<file path="src/rtl/wb_pkg.sv">
// Shared defaults and helper functions for the writeback stage and register file.
package wb_pkg;

  localparam int DATA_W_DEF   = 16;
  localparam int NUM_REGS_DEF = 8;

  // Index width for n entries, never below one bit so single-entry vectors stay legal
  function automatic int clog2(input int n);
    int w;
    w = 1;
    while ((32'sd1 << w) < n) begin
      w = w + 1;
    end
    return w;
  endfunction

  function automatic logic [31:0] popcount(input logic [31:0] v);
    logic [31:0] c;
    c = 32'd0;
    for (int i = 0; i < 32; i++) begin
      c = c + {31'd0, v[i]};
    end
    return c;
  endfunction

endpackage

</file>
<file path="src/rtl/wb_port_arbiter.sv">
// Finds the youngest valid writeback channel targeting one register index.
module wb_port_arbiter
  import wb_pkg::*;
#(
  parameter int NUM_WB = 2,
  parameter int RIDX_W = 3,
  parameter int WIDX_W = clog2(NUM_WB)
) (
  input  logic [NUM_WB-1:0]        wb_valid,
  input  logic [NUM_WB*RIDX_W-1:0] wb_rd,
  input  logic [RIDX_W-1:0]        target,
  output logic                     hit,
  output logic [WIDX_W-1:0]        win_idx
);

  logic [NUM_WB-1:0] match_s;

  // Ascending scan so the highest-index (youngest) match is the one left standing
  always_comb begin
    hit     = 1'b0;
    win_idx = {WIDX_W{1'b0}};
    match_s = {NUM_WB{1'b0}};
    for (int k = 0; k < NUM_WB; k++) begin
      match_s[k] = wb_valid[k] && (wb_rd[k*RIDX_W +: RIDX_W] == target);
      hit        = hit | match_s[k];
      win_idx    = match_s[k] ? WIDX_W'(k) : win_idx;
    end
  end

endmodule

</file>
<file path="src/rtl/multiport_writeback_regfile.sv">
// Multi-channel writeback stage with architectural register file, read bypass,
// busy scoreboard, conflict flag and retired-write counter.
module multiport_writeback_regfile
  import wb_pkg::*;
#(
  parameter int DATA_W   = DATA_W_DEF,
  parameter int NUM_REGS = NUM_REGS_DEF,
  parameter int NUM_WB   = 2,
  parameter int NUM_RD   = 4,
  parameter int BYPASS   = 1,
  parameter int R0_ZERO  = 0,
  parameter int CNT_W    = 16,
  parameter int RIDX_W   = clog2(NUM_REGS)
) (
  input  logic                       clk,
  input  logic                       rst_n,
  input  logic [NUM_WB-1:0]          wb_valid,
  input  logic [NUM_WB-1:0]          wb_is_ld,
  input  logic [NUM_WB*RIDX_W-1:0]   wb_rd,
  input  logic [NUM_WB*DATA_W-1:0]   wb_ld_data,
  input  logic [NUM_WB*DATA_W-1:0]   wb_alu_data,
  input  logic                       iss_valid,
  input  logic [RIDX_W-1:0]          iss_rd,
  input  logic [NUM_RD*RIDX_W-1:0]   rd_addr,
  output logic [NUM_RD*DATA_W-1:0]   rd_data,
  output logic [NUM_RD-1:0]          rd_busy,
  output logic [NUM_REGS-1:0]        busy_vec,
  output logic                       wb_conflict,
  output logic [CNT_W-1:0]           wb_count
);

  localparam int WIDX_W = clog2(NUM_WB);

  logic [DATA_W-1:0] wb_data_s  [NUM_WB];
  logic [NUM_REGS-1:0] reg_hit_s;
  logic [WIDX_W-1:0] reg_win_s  [NUM_REGS];
  logic [NUM_REGS-1:0] we_s;
  logic [NUM_REGS-1:0] claim_s;
  logic [NUM_RD-1:0]   rd_hit_s;
  logic [WIDX_W-1:0] rd_win_s   [NUM_RD];
  logic [RIDX_W-1:0] rd_addr_s  [NUM_RD];
  logic                conflict_s;

  logic [DATA_W-1:0] regs_r     [NUM_REGS];
  logic [NUM_REGS-1:0] busy_r;
  logic                conflict_r;
  logic [CNT_W-1:0]    count_r;

  // Per-channel result select between load and ALU data
  always_comb begin
    for (int k = 0; k < NUM_WB; k++) begin
      wb_data_s[k] = wb_is_ld[k] ? wb_ld_data[k*DATA_W +: DATA_W]
                                 : wb_alu_data[k*DATA_W +: DATA_W];
    end
  end

  for (genvar r = 0; r < NUM_REGS; r++) begin : g_reg_arb
    wb_port_arbiter #(
      .NUM_WB (NUM_WB),
      .RIDX_W (RIDX_W),
      .WIDX_W (WIDX_W)
    ) u_arb (
      .wb_valid (wb_valid),
      .wb_rd    (wb_rd),
      .target   (RIDX_W'(r)),
      .hit      (reg_hit_s[r]),
      .win_idx  (reg_win_s[r])
    );
  end

  for (genvar p = 0; p < NUM_RD; p++) begin : g_rd_arb
    wb_port_arbiter #(
      .NUM_WB (NUM_WB),
      .RIDX_W (RIDX_W),
      .WIDX_W (WIDX_W)
    ) u_arb (
      .wb_valid (wb_valid),
      .wb_rd    (wb_rd),
      .target   (rd_addr[p*RIDX_W +: RIDX_W]),
      .hit      (rd_hit_s[p]),
      .win_idx  (rd_win_s[p])
    );
  end

  // Write enables and scoreboard claims, masking r0 when it is hardwired
  always_comb begin
    for (int r = 0; r < NUM_REGS; r++) begin
      we_s[r]    = reg_hit_s[r] && !((R0_ZERO != 0) && (r == 0));
      claim_s[r] = iss_valid && (iss_rd == RIDX_W'(r)) && !((R0_ZERO != 0) && (r == 0));
    end
  end

  // Combinational read ports with optional same-cycle bypass
  always_comb begin
    rd_data = {(NUM_RD*DATA_W){1'b0}};
    rd_busy = {NUM_RD{1'b0}};
    for (int p = 0; p < NUM_RD; p++) begin
      rd_addr_s[p] = rd_addr[p*RIDX_W +: RIDX_W];
      if ((R0_ZERO != 0) && (rd_addr_s[p] == {RIDX_W{1'b0}})) begin
        rd_data[p*DATA_W +: DATA_W] = {DATA_W{1'b0}};
        rd_busy[p]                  = 1'b0;
      end else if ((BYPASS != 0) && rd_hit_s[p]) begin
        rd_data[p*DATA_W +: DATA_W] = wb_data_s[rd_win_s[p]];
        // A pending writeback releases the register unless issue re-claims it now
        rd_busy[p] = (iss_valid && (iss_rd == rd_addr_s[p])) ? busy_r[rd_addr_s[p]] : 1'b0;
      end else begin
        rd_data[p*DATA_W +: DATA_W] = regs_r[rd_addr_s[p]];
        rd_busy[p]                  = busy_r[rd_addr_s[p]];
      end
    end
  end

  // Any pair of valid channels sharing a destination is a conflict
  always_comb begin
    conflict_s = 1'b0;
    for (int j = 1; j < NUM_WB; j++) begin
      for (int k = 0; k < j; k++) begin
        conflict_s = conflict_s | (wb_valid[j] && wb_valid[k] &&
                     (wb_rd[j*RIDX_W +: RIDX_W] == wb_rd[k*RIDX_W +: RIDX_W]));
      end
    end
  end

  // Architectural state, scoreboard, conflict flag and retired-write counter
  always_ff @(posedge clk or negedge rst_n) begin
    if (!rst_n) begin
      for (int r = 0; r < NUM_REGS; r++) begin
        regs_r[r] <= {DATA_W{1'b0}};
      end
      busy_r     <= {NUM_REGS{1'b0}};
      conflict_r <= 1'b0;
      count_r    <= {CNT_W{1'b0}};
    end else begin
      for (int r = 0; r < NUM_REGS; r++) begin
        if (we_s[r]) begin
          regs_r[r] <= wb_data_s[reg_win_s[r]];
        end
      end
      busy_r     <= (busy_r & ~reg_hit_s) | claim_s;
      conflict_r <= conflict_s;
      count_r    <= count_r + CNT_W'(popcount(32'(wb_valid)));
    end
  end

  assign busy_vec    = busy_r;
  assign wb_conflict = conflict_r;
  assign wb_count    = count_r;

endmodule

</file>
<file path="config.mk">
export PLATFORM = sky130hd
export DESIGN_NAME = multiport_writeback_regfile
export DESIGN_NICKNAME = d
export VERILOG_FILES = /design/src/rtl/wb_pkg.sv /design/src/rtl/wb_port_arbiter.sv /design/src/rtl/multiport_writeback_regfile.sv
export SDC_FILE = /design/constraint.sdc
export NUM_CORES = 1
export LEC_CHECK = 0
export ABC_CLOCK_PERIOD_IN_PS = 2800
export CORE_ASPECT_RATIO = 0.75
export CORE_MARGIN = 2
export CORE_UTILIZATION = 25
export DETAILED_ROUTE_END_ITERATION = 7
export SKIP_LAST_GASP = 1
export SLEW_MARGIN = 10
export SYNTH_ARGS = -nofsm -noshare
export SYNTH_HDL_FRONTEND = slang
export SYNTH_HIERARCHICAL = 1
export SYNTH_SLANG_ARGS = --single-unit
</file>
<file path="constraint.sdc">
create_clock -name clk -period 2.8 [get_ports clk]
set_input_delay 0.42 -clock clk [delete_from_list [all_inputs] [get_ports clk]]
set_output_delay 0.42 -clock clk [all_outputs]
set_load 0.02 [all_outputs]
</file>
## Yosys cells after proc, flatten, opt, wreduce, memory -nomap -nowiden

Cells that the tools add are included.

- Flip-flop bits (word level): 153
- Input bits: 92
- Output and inout bits: 93

- $add $sub $neg: 2
- $lt $le $gt $ge: 20
- Equal/unequal tests: 34
- Mux-type cells: 82
- Bitwise operators: 31
- Reduce and logical (&&, ||, !) cells: 41

Operator list:

| operator | count |
|---|---|
| 2-to-1 mux 16 bit | 50 |
| binary-select mux 16 bit (select 3 bit) | 4 |
| == test 3 bit | 13 |
| logical AND 1 bit | 38 |
| == test 3 bit (second input constant) | 12 |
| >= comparator 2 bit (second input constant) | 12 |
| 2-to-1 mux 1 bit | 24 |
| NOT 1 -> 2 bit | 12 |
| == test 3 x 2 -> 1 bit (second input constant) | 6 |
| adder 16 x 2 -> 16 bit | 1 |
| >= comparator 4 bit (second input constant) | 4 |
| < comparator 3 x 4 -> 1 bit (second input constant) | 4 |
| NOT 3 -> 4 bit | 4 |
| binary-select mux 1 bit (select 3 bit) | 4 |
| OR 1 bit | 12 |
| == test 3 x 1 -> 1 bit (second input constant) | 3 |
| zero test 3 bit | 3 |
| bitwise AND 8 bit | 1 |
| NOT 8 bit | 1 |
| OR 8 bit | 1 |
| adder 1 x 1 -> 2 bit | 1 |

## Longest topological paths before layout

- Word-level depth: 8
- Depth in mapped cells: 9
- Gate-level depth less buffers: 7

## Cells and area by module

The synthesis kept the hierarchy.

By module, submodules not included:

| module | instances | cells an instance | area each (µm²) | sequential area each (µm²) |
|---|---|---|---|---|
| multiport_writeback_regfile | 1 | 1012 | 12981.2 | 3828.7 |
| wb_port_arbiter | 12 | 10 | 80.1 | 0.0 |

## Worst setup path after synthesis

OpenSTA, ideal clock, no wires.

- Path kind: input to output
- Start: input rd_addr[4]
- End: output rd_data[21]
- Arrival time: 1909 ps
- Required time: 2380 ps
- Setup slack: 471 ps
- Stages on the path: 6
- Buffers on the path: 2
- Path through: xor2_1 nor3_1 clkbuf_2 clkbuf_1 mux2i_1 a21o_1

RTL lines:

| what | RTL line | text |
|---|---|---|
| from (decl) | multiport_writeback_regfile.sv:24 | `input logic [NUM_RD*RIDX_W-1:0] rd_addr,` |
| to (decl) | multiport_writeback_regfile.sv:25 | `output logic [NUM_RD*DATA_W-1:0] rd_data,` |

## Final worst setup path

- Start: input rd_addr[9]
- End: output rd_data[63]

RTL lines:

| what | RTL line | text |
|---|---|---|
| == test 3 bit | wb_port_arbiter.sv:24 | `match_s[k] = wb_valid[k] && (wb_rd[k*RIDX_W +: RIDX_W] == target);` |
| logical AND 1 bit | wb_port_arbiter.sv:24 |  |
| OR 1 bit * | wb_port_arbiter.sv:25 | `hit = hit \| match_s[k];` |
| via rd_hit_s[3] | multiport_writeback_regfile.sv:39 | `logic [NUM_RD-1:0] rd_hit_s;` |
| 2-to-1 mux 16 bit * | multiport_writeback_regfile.sv:102 | `end else if ((BYPASS != 0) && rd_hit_s[p]) begin` |

Mark *: on every way through the listed nets, which the timed path passes. The rest lies on a longest branch. The select of a mux whose other input is x is not followed.

==> impl_metrics.json <==
{
  "status": "finished with violations",
  "violations": "hold timing",
  "syn_area_per_cell_um2": 12.32,
  "wl_met3_um": 4537,
  "critical_path_peak_fanout": 9,
  "yosys-top-cells-count": "mux2i_1 (225), dfrtp_1 (153), mux4_2 (136), mux2_2 (128)",
  "drt-pass1-iter-count": 5,
  "die_w_um": 276.7,
  "post_layout_nonfiller_instances": 2212,
  "setup_viol": 0,
  "ys_dominant_reg_cell": "dfrtp_1",
  "synth_warnings": 6,
  "syn_inst": 1132,
  "cpMostUsedCell": "buf_6",
  "cap_violations": 0,
  "clkTransAtPathRegs_ns": 0.06,
  "synth_most_common_cell": "mux2i_1",
  "hold_buffers": 0,
  "skew_ns": 0.01286,
  "dp_worst_setup_slack_ns": -0.6596,
  "p_comb_share_pct": 51.3,
  "fin_total_pwr_mw": 13.40,
  "yosysUniqueCellTypes": 33,
  "slew_viol_final": 0,
  "power_density_nw_per_um2": 694.6,
  "crit_path_start_kind": "input pin",
  "finish.utilization_pct": 35.18,
  "setup_ws_ns": 0.01161,
  "switching_power_mw": 5.246,
  "die_height_um": 208.5,
  "diodes": 0,
  "path_buf_inv": 4,
  "async_reset_ff_share_pct": 100.0,
  "synth_seq_cells": 153,
  "fin_crit_sh_pct": 99.59,
  "final_nets": 1574,
  "critPathTopFamily": "buffers and inverters",
  "final_layout_size_suffix_gt1_share_pct": 43.56,
  "syn_to_final_growth_pct": 38.32,
  "ir_worst_vdd_v": 0.0004606,
  "grt_max_degree": 75,
  "critical_path.cell_chain": "dlygate4sd2_1, xor2_2, o31ai_4, buf_4, nor2_1, buf_6, a22o_1, a21o_1, buf_6",
  "clock_latency_ns": 0.44,
  "numPlacedInstances": 2167,
  "cts_made_buffers": 17,
  "via_per_inst": 5.426,
  "grt_use_total_pct": 19.59,
  "met1Wirelength_um": 23620,
  "hpwl_um": 40370,
  "synth_area_leader_cell": "dfrtp_1",
  "drt_wl_total_um": 56800,
  "core_area_um2": 54810,
  "synth-seq-area-share_pct": 27.46,
  "die_area_um2": 57690,
  "wire_per_inst_um": 25.68,
  "overflow": 0,
  "power.leakage_nw": 7.781,
  "antenna_found_initial": 0,
  "fin_hold_ws_ns": -0.003417,
  "crit_required_ns": 2.38,
  "crit_arrival_ns": 2.37,
  "cts.path.max_buffers": 2,
  "endpoint_kind": "output pin",
  "synthTopCellsByArea": "dfrtp_1 (27%), mux4_2 (22%), mux2i_1 (16%)",
  "first_global_vias": 12290,
  "ios": 185,
  "cts.sinks": 153,
  "sw_frac_of_total_pct": 39.16,
  "rsz0062_at_grt": "yes",
  "synthDominantCellAreaShare_pct": 27.46,
  "hold_viol": 1,
  "gp_congestion": 0.8965,
  "seqPwrFrac_pct": 31.4,
  "drc": 0,
  "power.internal_mw": 8.150,
  "io_buffers": 184,
  "htree_levels": 4,
  "vias": 12000,
  "std_cell_rows": 74,
  "synth-edff-count": 0,
  "relSlewSlack_pct": 47.47,
  "hold_path_class": "input pin to async pin",
  "max_freq_ghz": 0.3586,
  "first_iter_violations": 1275,
  "slowest_stage": "o31ai_4",
  "max_stage_delay_ns": 0.36,
  "clockPowerShare_pct": 17.4,
  "tightest_slew_ns": 0.7880,
  "tritoncts": "done",
  "route.antenna.remaining_nets": 0,
  "fin_crit_ns": 2.788,
  "synth_area_um2": 13940,
  "grt_pass1_wl_um": 83900,
  "root_buffer": "clkbuf_16",
  "route.met2.wl_um": 26680,
  "maxUsedRoutingLayer": "met4",
  "worstSetupPathType": "input pin to output pin",
  "start_util_pct": 25.44
}
==> path summary, 6_finish.rpt <==
check,from,to,slack (ns),cells past startpoint
max in group asynchronous,rst_n,wb_count[12],2.08,2
worst max-delay path,rd_addr[9],rd_data[63],0.01,9
worst min register to register,wb_count[15],wb_count[15],0.49,1
worst max register to register,wb_count[0],wb_count[12],0.88,7
worst min-delay path,rst_n,wb_count[6],-0.003,1
min in group clk,wb_count[15],wb_count[15],0.49,1
==> worst register-to-register path, delay by kind of cell (launching register included) <==
| family | cells | cell delay, ns |
|---|---|---|
| buffers and inverters | 2 | 0.14 |
| adders and majority gates | 2 | 0.55 |
| xor gates and xnor gates | 1 | 0.17 |
| DFF | 1 | 0.35 |
| and+or+nand+nor | 2 | 0.63 |
==> layer usage <==
metal / vias to the layer above / track usage, %
met4: 0 / 7.759
met2: 653 / 31.40
met3: 108 / 3.751
li1: 5022 / -
met5: - / 0
met1: 6219 / 26.10
==> per-stage QoR <==
| step | hold WS [ns] | setup TNS, ns | instance area (µm²) |
|---|---|---|---|
| 2_1_floorplan | 0.1244 | 0 | 14110 |
| 3_3_place_gp | 0.4534 | -36.30 | 18460 |
| 3_5_place_dp | 0.4767 | -36.01 | 18460 |
| 4_1_cts | 0.04699 | 0 | 19200 |
| 5_1_grt | 0.06064 | -0.03462 | 19280 |
| 6_report | -0.003417 | 0 | 19280 |
==> state kept, by name (all words and copies together), names as in the netlist <==
register / cells
busy_vec: 8
regs_r: 128
wb_conflict: 1
wb_count: 16
==> power groups by stage <==
stage / Sequential [mW] / Combinational (mW) / Clock (mW)
after floorplan: 3.88 / 4.22 / 0
after detailed placement: 4.17 / 6.95 / 0
final: 4.21 / 6.87 / 2.32
after global placement: 4.06 / 6.88 / 0
after CTS: 4.14 / 6.83 / 2.35
after global routing: 4.35 / 7.20 / 2.44
==> cell families (layout without fill, tap and decap cells) <==
kind of cell	count (synthesis)	in the layout	share of synthesized area, %
AO/OA/AOI/OAI	158	158	9.459
XOR/XNOR	98	98	6.156
adder cells (fa/ha/maj)	2	2	0.2333
buffers and inverters	153	465	5.394
flip-flops	153	153	27.46
multiplexers	489	489	48.46
other	2	48	0.05387
AND/OR/NAND/NOR	77	77	2.782
==> area by class of cell <==
cell class | instances | area (µm²)
Tap cell | 722 | 903.4
Fill cell | 5365 | 35530
Clock inverter | 11 | 127.6
Sequential cell | 153 | 3829
Timing Repair Buffer | 414 | 3984
Multi-Input combinational cell | 872 | 9920
Inverter | 22 | 82.58
Clock buffer | 18 | 439.2
==> cells in the final DEF (no fill, tap or decap), types with 9 or more instances in the layout <==
cell type | netlist | routed
buf_12 | 0 | 46
a21o_1 | 64 | 63
buf_6 | 14 | 24
buf_2 | 44 | 44
clkbuf_16 | 0 | 17
mux2i_1 | 225 | 223
nor3_2 | 0 | 9
a22o_1 | 64 | 62
conb_1 | 2 | 48
xor2_1 | 36 | 28
o31ai_4 | 0 | 12
clkdlybuf4s15_2 | 0 | 17
dlygate4sd2_1 | 0 | 9
nand2_1 | 20 | 18
inv_1 | 22 | 22
mux4_2 | 136 | 136
nand4_1 | 15 | 15
mux2_2 | 128 | 128
buf_4 | 4 | 171
clkdlybuf4s50_1 | 0 | 95
xnor2_1 | 62 | 58
dfrtp_1 | 153 | 153
==> repair_timing <==
item                       in CTS  in global routing
resized for setup             295                 10
hold endpoints to repair        0                  0
buffers inserted               10                  6
setup endpoints to repair      68                 39
gates cloned                    1                  0
pin swaps                      13                  5
Power figures use the tool's default switching activity.
